**src/rtl/sm83_irq_pkg.sv**
```systemverilog
// Shared types and helpers for the sm83 interrupt dispatch unit.
package sm83_irq_pkg;

    // Interrupt master enable: disabled, waiting out the EI delay, enabled.
    typedef enum logic [1:0] {
        DIS     = 2'd0,
        EI_WAIT = 2'd1,
        EN      = 2'd2
    } ime_state_t;

    // Core activity as seen by the dispatcher.
    typedef enum logic [1:0] {
        RUN  = 2'd0,
        HALT = 2'd1,
        DISP = 2'd2
    } disp_state_t;

    // disp_m value reported while no dispatch sequence is running.
    localparam logic [2:0] DISP_IDLE = 3'd7;

    // ISR address for line idx; the sum and product wrap modulo 2^16.
    function automatic logic [15:0] vec_addr(input logic [15:0] base,
                                             input logic [15:0] idx,
                                             input logic [15:0] stride);
        return base + idx * stride;
    endfunction

endpackage

```
**src/rtl/sm83_irq_dispatch_if.sv**
```systemverilog
// Request/acknowledge bundle between sm83_control and the interrupt dispatcher.
interface sm83_irq_dispatch_if #(
    parameter int NUM_IRQS = 8
);
    logic                ncyc;
    logic [NUM_IRQS-1:0] irq;
    logic                instr_end;
    logic                op_ei;
    logic                op_di;
    logic                op_reti;
    logic                op_halt;
    logic                dispatch_req;
    logic [2:0]          disp_m;
    logic [15:0]         vector;
    logic [NUM_IRQS-1:0] iack;
    logic                ime;
    logic                halted;
    logic                halt_bug;

    // Control side: drives the timing strobes and decoded opcodes.
    modport master (
        output ncyc, irq, instr_end, op_ei, op_di, op_reti, op_halt,
        input  dispatch_req, disp_m, vector, iack, ime, halted, halt_bug
    );

    // Dispatcher side.
    modport slave (
        input  ncyc, irq, instr_end, op_ei, op_di, op_reti, op_halt,
        output dispatch_req, disp_m, vector, iack, ime, halted, halt_bug
    );
endinterface

```
**src/rtl/sm83_irq_prio.sv**
```systemverilog
// Fixed-priority resolver: bit 0 wins. Pure combinational.
module sm83_irq_prio #(
    parameter int NUM_IRQS = 8,
    parameter int IDX_W    = (NUM_IRQS > 1) ? $clog2(NUM_IRQS) : 1
) (
    input  logic [NUM_IRQS-1:0] req,
    output logic [NUM_IRQS-1:0] onehot,
    output logic [IDX_W-1:0]    idx,
    output logic                valid
);

    // Scan from the top down so the lowest set bit is the last one written.
    always_comb begin
        onehot = '0;
        idx    = '0;
        valid  = |req;
        for (int i = NUM_IRQS - 1; i >= 0; i--) begin
            if (req[i]) begin
                onehot    = '0;
                onehot[i] = 1'b1;
                idx       = IDX_W'(i);
            end
        end
    end

endmodule

```
**src/rtl/sm83_irq_dispatch.sv**
```systemverilog
// Interrupt dispatch unit: IME with EI delay, HALT/wake, 5-M-cycle dispatch
// with late priority resolution at the end of M3.
module sm83_irq_dispatch
    import sm83_irq_pkg::*;
#(
    parameter int          NUM_IRQS   = 8,
    parameter logic [15:0] VEC_BASE   = 16'h0040,
    parameter int          VEC_STRIDE = 8,
    parameter int          EI_DELAY   = 1
) (
    input logic                clk,
    input logic                reset,
    sm83_irq_dispatch_if.slave bus
);

    localparam int               IDX_W    = (NUM_IRQS > 1) ? $clog2(NUM_IRQS) : 1;
    localparam int               CNT_W    = (EI_DELAY > 0) ? $clog2(EI_DELAY + 1) : 1;
    localparam logic [CNT_W-1:0] EI_LAST  = CNT_W'((EI_DELAY > 0) ? EI_DELAY - 1 : 0);
    localparam logic [15:0]      STRIDE16 = 16'(VEC_STRIDE);

    ime_state_t          ime_q, ime_d;
    disp_state_t         disp_q, disp_d;
    logic [2:0]          disp_m_q, disp_m_d;
    logic [CNT_W-1:0]    ei_cnt_q, ei_cnt_d;
    logic [15:0]         vector_q, vector_d;
    logic [NUM_IRQS-1:0] iack_q, iack_d;
    logic                halt_bug_q, halt_bug_d;

    logic                pending;
    logic                ime_on;
    logic                run_end;
    logic                wake;
    logic                trigger;

    logic [NUM_IRQS-1:0] prio_onehot;
    logic [IDX_W-1:0]    prio_idx;
    logic                prio_valid;

    // Resolves the live request lines; only sampled at the end of M3.
    sm83_irq_prio #(
        .NUM_IRQS (NUM_IRQS),
        .IDX_W    (IDX_W)
    ) u_prio (
        .req    (bus.irq),
        .onehot (prio_onehot),
        .idx    (prio_idx),
        .valid  (prio_valid)
    );

    // Event qualifiers: an instruction boundary, a halt wake-up, and the dispatch trigger.
    always_comb begin
        pending = |bus.irq;
        ime_on  = (ime_q == EN);
        run_end = bus.ncyc && (disp_q == RUN) && bus.instr_end;
        wake    = bus.ncyc && (disp_q == HALT) && pending;
        trigger = (run_end || wake) && ime_on && pending;
    end

    // Next-state logic for the core-activity FSM, the dispatch sequence and IME.
    always_comb begin
        disp_d     = disp_q;
        disp_m_d   = disp_m_q;
        vector_d   = vector_q;
        iack_d     = iack_q;
        halt_bug_d = halt_bug_q;
        ime_d      = ime_q;
        ei_cnt_d   = ei_cnt_q;

        if (bus.ncyc) begin
            // halt_bug only ever lives for the single M-cycle after HALT.
            halt_bug_d = 1'b0;

            case (disp_q)
                RUN: begin
                    if (bus.instr_end) begin
                        if (trigger) begin
                            disp_d   = DISP;
                            disp_m_d = 3'd0;
                        end else if (bus.op_halt) begin
                            // With a pending request and IME off the core does
                            // not halt, but the next fetch repeats the byte.
                            if (!pending) begin
                                disp_d = HALT;
                            end else begin
                                halt_bug_d = 1'b1;
                            end
                        end
                    end
                end
                HALT: begin
                    if (pending) begin
                        if (ime_on) begin
                            disp_d   = DISP;
                            disp_m_d = 3'd0;
                        end else begin
                            disp_d = RUN;
                        end
                    end
                end
                DISP: begin
                    if (disp_m_q == 3'd3) begin
                        // Late latch: whichever line is still asserted now wins.
                        vector_d = prio_valid ? vec_addr(VEC_BASE, 16'(prio_idx), STRIDE16)
                                              : 16'h0000;
                        iack_d   = prio_onehot;
                        disp_m_d = 3'd4;
                    end else if (disp_m_q == 3'd4) begin
                        iack_d   = '0;
                        disp_d   = RUN;
                        disp_m_d = DISP_IDLE;
                    end else begin
                        disp_m_d = 3'(disp_m_q + 3'd1);
                    end
                end
                default: begin
                    disp_d   = RUN;
                    disp_m_d = DISP_IDLE;
                end
            endcase

            // IME only reacts to completed instructions; dispatch entry overrides all.
            if (trigger) begin
                ime_d    = DIS;
                ei_cnt_d = '0;
            end else if (run_end) begin
                if (bus.op_di) begin
                    ime_d    = DIS;
                    ei_cnt_d = '0;
                end else if (bus.op_reti) begin
                    ime_d    = EN;
                    ei_cnt_d = '0;
                end else begin
                    case (ime_q)
                        DIS: begin
                            if (bus.op_ei) begin
                                ime_d    = (EI_DELAY == 0) ? EN : EI_WAIT;
                                ei_cnt_d = '0;
                            end
                        end
                        EI_WAIT: begin
                            if (ei_cnt_q == EI_LAST) begin
                                ime_d    = EN;
                                ei_cnt_d = '0;
                            end else begin
                                ei_cnt_d = CNT_W'(ei_cnt_q + 1'b1);
                            end
                        end
                        EN:      ime_d = EN;
                        default: ime_d = DIS;
                    endcase
                end
            end
        end
    end

    // State register; reset aborts any dispatch in flight before iack can fire.
    always_ff @(posedge clk) begin
        if (reset) begin
            disp_q     <= RUN;
            disp_m_q   <= DISP_IDLE;
            vector_q   <= 16'h0000;
            iack_q     <= '0;
            halt_bug_q <= 1'b0;
            ime_q      <= DIS;
            ei_cnt_q   <= '0;
        end else begin
            disp_q     <= disp_d;
            disp_m_q   <= disp_m_d;
            vector_q   <= vector_d;
            iack_q     <= iack_d;
            halt_bug_q <= halt_bug_d;
            ime_q      <= ime_d;
            ei_cnt_q   <= ei_cnt_d;
        end
    end

    assign bus.dispatch_req = trigger;
    assign bus.disp_m       = disp_m_q;
    assign bus.vector       = vector_q;
    assign bus.iack         = iack_q;
    assign bus.ime          = ime_on;
    assign bus.halted       = (disp_q == HALT);
    assign bus.halt_bug     = halt_bug_q;

endmodule
```
**src/flat_wrapper.sv**
```systemverilog
// flat-port wrapper written by rule: the top's interface ports become plain ports
module sm83_irq_dispatch_flat import sm83_irq_pkg::*;
#(
    parameter int          NUM_IRQS   = 8,
    parameter logic [15:0] VEC_BASE   = 16'h0040,
    parameter int          VEC_STRIDE = 8,
    parameter int          EI_DELAY   = 1
)
  (clk, reset, bus_ncyc, bus_irq, bus_instr_end, bus_op_ei, bus_op_di, bus_op_reti, bus_op_halt, bus_dispatch_req, bus_disp_m, bus_vector, bus_iack, bus_ime, bus_halted, bus_halt_bug);
  sm83_irq_dispatch_if #(.NUM_IRQS(NUM_IRQS)) bus_i ();
  input logic clk;
  input logic reset;
  input wire logic [$bits(bus_i.ncyc)-1:0] bus_ncyc;
  input wire logic [$bits(bus_i.irq)-1:0] bus_irq;
  input wire logic [$bits(bus_i.instr_end)-1:0] bus_instr_end;
  input wire logic [$bits(bus_i.op_ei)-1:0] bus_op_ei;
  input wire logic [$bits(bus_i.op_di)-1:0] bus_op_di;
  input wire logic [$bits(bus_i.op_reti)-1:0] bus_op_reti;
  input wire logic [$bits(bus_i.op_halt)-1:0] bus_op_halt;
  output wire logic [$bits(bus_i.dispatch_req)-1:0] bus_dispatch_req;
  output wire logic [$bits(bus_i.disp_m)-1:0] bus_disp_m;
  output wire logic [$bits(bus_i.vector)-1:0] bus_vector;
  output wire logic [$bits(bus_i.iack)-1:0] bus_iack;
  output wire logic [$bits(bus_i.ime)-1:0] bus_ime;
  output wire logic [$bits(bus_i.halted)-1:0] bus_halted;
  output wire logic [$bits(bus_i.halt_bug)-1:0] bus_halt_bug;
  assign bus_i.ncyc = bus_ncyc;
  assign bus_i.irq = bus_irq;
  assign bus_i.instr_end = bus_instr_end;
  assign bus_i.op_ei = bus_op_ei;
  assign bus_i.op_di = bus_op_di;
  assign bus_i.op_reti = bus_op_reti;
  assign bus_i.op_halt = bus_op_halt;
  assign bus_dispatch_req = bus_i.dispatch_req;
  assign bus_disp_m = bus_i.disp_m;
  assign bus_vector = bus_i.vector;
  assign bus_iack = bus_i.iack;
  assign bus_ime = bus_i.ime;
  assign bus_halted = bus_i.halted;
  assign bus_halt_bug = bus_i.halt_bug;
  sm83_irq_dispatch #(.NUM_IRQS(NUM_IRQS), .VEC_BASE(VEC_BASE), .VEC_STRIDE(VEC_STRIDE), .EI_DELAY(EI_DELAY)) u_core (.clk(clk), .reset(reset), .bus(bus_i));
endmodule
```
**config.mk**
```make
export PLATFORM = sky130hd
export DESIGN_NAME = sm83_irq_dispatch_flat
export DESIGN_NICKNAME = d
export VERILOG_FILES = /design/src/rtl/sm83_irq_pkg.sv /design/src/rtl/sm83_irq_dispatch_if.sv /design/src/rtl/sm83_irq_prio.sv /design/src/rtl/sm83_irq_dispatch.sv /design/src/flat_wrapper.sv
export SDC_FILE = /design/constraint.sdc
export NUM_CORES = 1
export LEC_CHECK = 0
export BUFFER_PORTS_ARGS = -buffer_cell sky130_fd_sc_hd__buf_2
export CAP_MARGIN = 15
export CORE_MARGIN = 2
export CORE_UTILIZATION = 30
export DETAILED_ROUTE_END_ITERATION = 12
export GPL_TIMING_DRIVEN = 1
export PLACE_DENSITY = 0.61
export SLEW_MARGIN = 20
export SYNTH_ARGS = -nofsm -noshare
export SYNTH_HDL_FRONTEND = slang
export SYNTH_SLANG_ARGS = --single-unit
```
**constraint.sdc**
```tcl
create_clock -name clk -period 2.1 [get_ports clk]
set_input_delay 0.105 -clock clk [delete_from_list [all_inputs] [get_ports clk]]
set_output_delay 0.105 -clock clk [all_outputs]
set_load 0.01 [all_outputs]
```
# ---- Word level (Yosys, flattened, before mapping)
# Index checks and enable logic that the tools add are counted.
dict set report totals {
  register_bits 33
  output_inout_bits 31
}
dict set report classes {
  reduce_logical 19
  add_sub_neg 3
  n_mux 54
  n_eq_ne 16
}
# cell count
set op_table {}
lappend op_table {{8-bit two-way mux} 10}
lappend op_table {{3-bit two-way mux} 14}
lappend op_table {{2-bit two-way mux} 14}
lappend op_table {{16-bit two-way mux} 1}
lappend op_table {{2-bit one-hot mux with 3 select lines} 2}
lappend op_table {{1-bit two-way mux} 11}
lappend op_table {{5-bit != test (second input constant)} 2}
lappend op_table {{3-bit one-hot mux with 3 select lines} 1}
lappend op_table {{7-bit by 6-bit adder with 8-bit output (first input constant)} 1}
lappend op_table {{2-bit != test (second input constant)} 4}
lappend op_table {{4-bit AND reduction} 2}
lappend op_table {{8-bit OR reduction} 1}
lappend op_table {{7-bit AND reduction} 1}
lappend op_table {{1-bit logical AND} 6}
lappend op_table {{3-bit != test (second input constant)} 2}
lappend op_table {{3-bit AND reduction} 2}
lappend op_table {{5-bit AND reduction} 1}
lappend op_table {{5-bit nonzero test} 1}
lappend op_table {{2-bit by 1-bit equality test with 1-bit output (second input constant)} 2}
lappend op_table {{2-bit equality test (second input constant)} 2}
lappend op_table {{2-bit logical NOT} 2}
lappend op_table {{2-bit by 1-bit != test with 1-bit output (second input constant)} 2}
lappend op_table {{2-bit nonzero test} 2}
lappend op_table {{3-bit by 1-bit adder with 3-bit output (second input constant)} 1}
lappend op_table {{other kinds (5)} 5}

# ---- Logic depth before layout (Yosys ltp)
dict set report logic_depth {
  depth_word 10
  mapped_depth 8
  ltp_nobuf 7
}

# ---- Modules after synthesis
# From an unflattened synthesis, not the netlist that was laid out.
dict set report unflattened {
  hier_cells 154
  area_unflattened_um2 1285.0
}
# module instances cells_each area_each_um2
set modules_own_cells {}
lappend modules_own_cells {sm83_irq_dispatch 1 130 1141.1}
lappend modules_own_cells {sm83_irq_prio 1 24 143.9}

# ---- Worst setup path before layout
# Ideal clock, no wire load.
dict set report synth_timing {
  kind {register to register}
  from {register u_core.disp_m_q[0] (netlist: u_core.bus.disp_m[0])}
  to {register u_core.disp_q[0]}
  arrival_time_ps 1766
  path_stages_with_launch 9
  setup_ps 91
  setup_slack_ps 243
  required_ps 2009
  period_less_slack_ps 1857
  cell_sequence {dfxtp_1 ha_1 ha_1 clkbuf_1 nand3b_1 a31oi_1 and4b_1 nor2_1 a311oi_1}
}
dict set report synth_between {
  elab_chain_cells 3
  word_cells_on_any_way 5
}
# item line_no
set synth_rtl {}
lappend synth_rtl {{from (decl)} sm83_irq_dispatch.sv:23} ;# logic [2:0] disp_m_q, disp_m_d;
lappend synth_rtl {{from (signal assigned)} sm83_irq_dispatch.sv:168} ;# disp_m_q <= disp_m_d;
lappend synth_rtl {{3-bit by 2-bit equality test with 1-bit output / 3-bit equality test (equally long branches)} {sm83_irq_dispatch.sv:101, sm83_irq_dispatch.sv:107}}
lappend synth_rtl {{2-bit != test (no source line) / 2-bit by 1-bit != test with 1-bit output (equally long branches)} --}
lappend synth_rtl {{7-bit AND reduction (no source line) (*)} --}
lappend synth_rtl {{to (signal assigned)} sm83_irq_dispatch.sv:167} ;# disp_q <= disp_d;
lappend synth_rtl {{to (decl)} sm83_irq_dispatch.sv:22} ;# disp_state_t disp_q, disp_d;
# Every way passes the cells marked *; elsewhere a longest branch is shown, timed or not.
# A chain may end at the register's enable or synchronous reset.

# ---- Worst setup path after layout
# Ends and elaborated chain as after synthesis.

==> run_results.csv <==
group,metric,value,unit
clock_network,cts_buffers,3,
floorplanning,fp.dieW,68.3,µm
power_and_ir_drop,power_density,571,mW/mm²
clock_network,clk_pin_slew,0.08,ns
route,post-route-drc-count,0,
power_and_ir_drop,p_clk_share,45.0,%
outcome,status,"finished clean",
setup_path,worstSetupEndpointType,"flop",
synthesis,yosysSeqAreaShare,32.3,%
floorplanning,fp.dieH,68.3,µm
synthesis,yosysUniqueCellTypes,42,
global_routing,grt_pass1_wl,4.72,mm
timing,grt_setup_unrepaired,"false",
placement,io_buffer_count,34,
setup_path,path_class,"flop to flop",
power_and_ir_drop,ir_drop,524,µV
floorplanning,coreArea,0.00400,mm²
layout,antennaDiodeCount,0,
global_routing,grt_overflow,0,
floorplanning,pin_count,47,
global_routing,track_usage,12.9,%
clock_network,ctsResizeCount,0,
global_routing,antenna_found_initial,0,
timing,fin_hold_ws,0.133,ns
synthesis,synthArstFlopShare,0,%
placement,gp_congestion,0.847,
clock_network,cts.sinks,20,
layout,fill_cells,418,
timing,finalHoldViolCount,0,
power_and_ir_drop,p_comb_share,9.6,%
setup_path,worstPathMaxFanout,5,
clock_network,post-cts-setup-buffers,0,
timing,skew,0.00386,ns
worst_hold_path,hold_path_class,"input pin to flop",
synthesis,synth_top_area_cell,"dfxtp_1",
route,postRouteWirelength,2.79,mm
layout,nNetsFinal,210,
layout,drive_above_1_share,24.5,%
timing,drv_slew,0,
layout,regArea,400,µm²
synthesis,ys_warn_count,0,
layout,syn_to_final_growth,19.3,%
placement,dp_cells,234,
timing,period_minus_slack,1.78,ns
layout,layout_common_cells,"buf_2, nor2_1, dfxtp_1",
power_and_ir_drop,intPower,0.000665,W
synthesis,avgSynthCellArea,8.00,µm²
route,routedWlPerCell,11.7,µm
synthesis,ys_ff_latch,20,
route,num_vias,1136,
clock_network,cts_root_buffer,"clkbuf_8",
synthesis,synth.area.top_cells,"dfxtp_1, buf_4, nor2_1",
timing,final.period_utilization,84.7,%
setup_path,worstPathRequired,2.27,ns
timing,max_freq,562,MHz
global_routing,grt_max_degree,22,
power_and_ir_drop,p_sw,0.000180,W
synthesis,synth_edf_count,0,
route,ant_nets,0,
floorplanning,rows,23,
floorplanning,dieArea,0.00466,mm²
timing,tns,0,ns
layout,finalNonFillerCells,238,
layout,multi_input_area,722,µm²
clock_network,cts_hold_buf,0,
floorplanning,start_util,31.0,%
layout,post-route-util,37.0,%
setup_path,reg2reg_slack,0.32,ns
synthesis,synth_top_area_share,32.3,%
synthesis,synthCells,155,
clock_network,tritoncts,"done",
setup_path,startpoint_type,"flop",
power_and_ir_drop,p_leak,0.670,nW
synthesis,ys.flop_type,"dfxtp_1",
power_and_ir_drop,pwr-share-seq,45.4,%
power_and_ir_drop,swShare,21.3,%
route,vias_per_cell,4.77,
timing,setup_viol,0,
route,drt_pre_antenna_iters,4,
setup_path,cp_data_arrival_time,1.95,ns
route,drt_iter0_drc,61,
global_routing,grt_pass1_vias,1051,
placement,dpl.hpwl,2.15,mm
placement,placed_cell_area,0.00141,mm²
clock_network,clk_path_buf_depth,2,
run,cap_violations,0,
layout,stdcell_area,0.00148,mm²
synthesis,synth_area,0.00124,mm²
clock_network,htree_levels,1,
layout,final_common_cell,"buf_2",
clock_network,clock_latency,0.25,ns
==> synthesized netlist by cell type (2+ instances only) <==
cell,instances
o31ai_1,2
clkbuf_1,4
a21oi_1,14
inv_1,10
nor3_1,2
nor2b_1,2
or4_4,2
o211ai_1,3
a311oi_1,2
a22oi_1,2
nor4bb_1,2
buf_4,12
nor4_1,3
nand4b_1,2
nand3_1,2
nand4_1,2
o21ai_0,2
and2_1,2
a31oi_1,3
nand2b_1,2
a211o_1,3
ha_1,5
nor2_1,20
dfxtp_1,20
nand2_1,15
==> registers in the layout, indices dropped and copies added (netlist names) <==
name                 count
u_core.bus.disp_m        3
u_core.bus.halt_bug      1
u_core.bus.iack          8
u_core.bus.vector        4
u_core.disp_q            2
u_core.ime_q             2
==> critical path, cell delays in order, from the launching register on <==
cell,delay [ns]
dfxtp_1,0.35
ha_1,0.23
ha_1,0.19
nand3b_1,0.15
a31oi_1,0.25
and4b_1,0.25
nor2_1,0.05
a311oi_1,0.23
==> metrics by stage <==
step | worst slack, ns | power (W)
detailed placement | 0.325 | 0.000473
CTS | 0.295 | 0.000861
finish | 0.322 | 0.000845
global placement | 0.401 | 0.000474
global route | 0.148 | 0.000886
floorplan | 0.243 | 0.000456
==> kinds of logic (layout without fill, tap and decap cells) <==
| family | after synthesis | count (layout) | share of synthesized area (%) |
|---|---|---|---|
| AOI/OAI and AO/OA | 36 | 36 | 19.2 |
| adders and majority gates | 5 | 5 | 5.05 |
| buffers and inverters | 28 | 50 | 12.8 |
| DFF | 20 | 20 | 32.3 |
| muxes | 2 | 2 | 1.72 |
| other | 1 | 12 | 0.302 |
| and+or+nand+nor | 63 | 63 | 28.7 |
==> layout make-up <==
type,instances,area share (%)
Clock buffer,3,2.79
Clock inverter,1,2.03
Inverter,10,2.54
Multi-Input combinational cell,118,48.8
Sequential cell,20,27.1
Tap cell,50,4.23
Timing Repair Buffer,36,12.5
==> per-layer routing <==
layer	part of all wire [%]	routed length (µm)	vias up	GRT usage, %
met4	0.64	18	0	2.25
li1	-	-	594	-
met1	48	1330	504	17.5
met5	0	0	-	0
met2	45	1260	36	20.8
met3	6.4	180	2	3.45
==> path summary, 6_finish.rpt <==
path / start / end / cells past startpoint
setup / recovery: u_core.bus.disp_m[0] / u_core.disp_q[0] / 7
hold / removal: bus_irq[6] / u_core.bus.iack[6] / 3
setup reg to reg: u_core.bus.disp_m[0] / u_core.disp_q[0] / 7
hold reg to reg: u_core.bus.iack[4] / u_core.bus.iack[4] / 2
==> power by group through the flow <==
stage,Combinational [W],Sequential [W],Clock [W]
after global placement,0.0000811,0.000392,0
after floorplan,0.0000638,0.000393,0
after detailed placement,0.0000805,0.000393,0
after global routing,0.0000941,0.000384,0.000408
final,0.0000814,0.000384,0.000380
after CTS,0.0000810,0.000384,0.000396
Power figures use the tool's default switching activity.
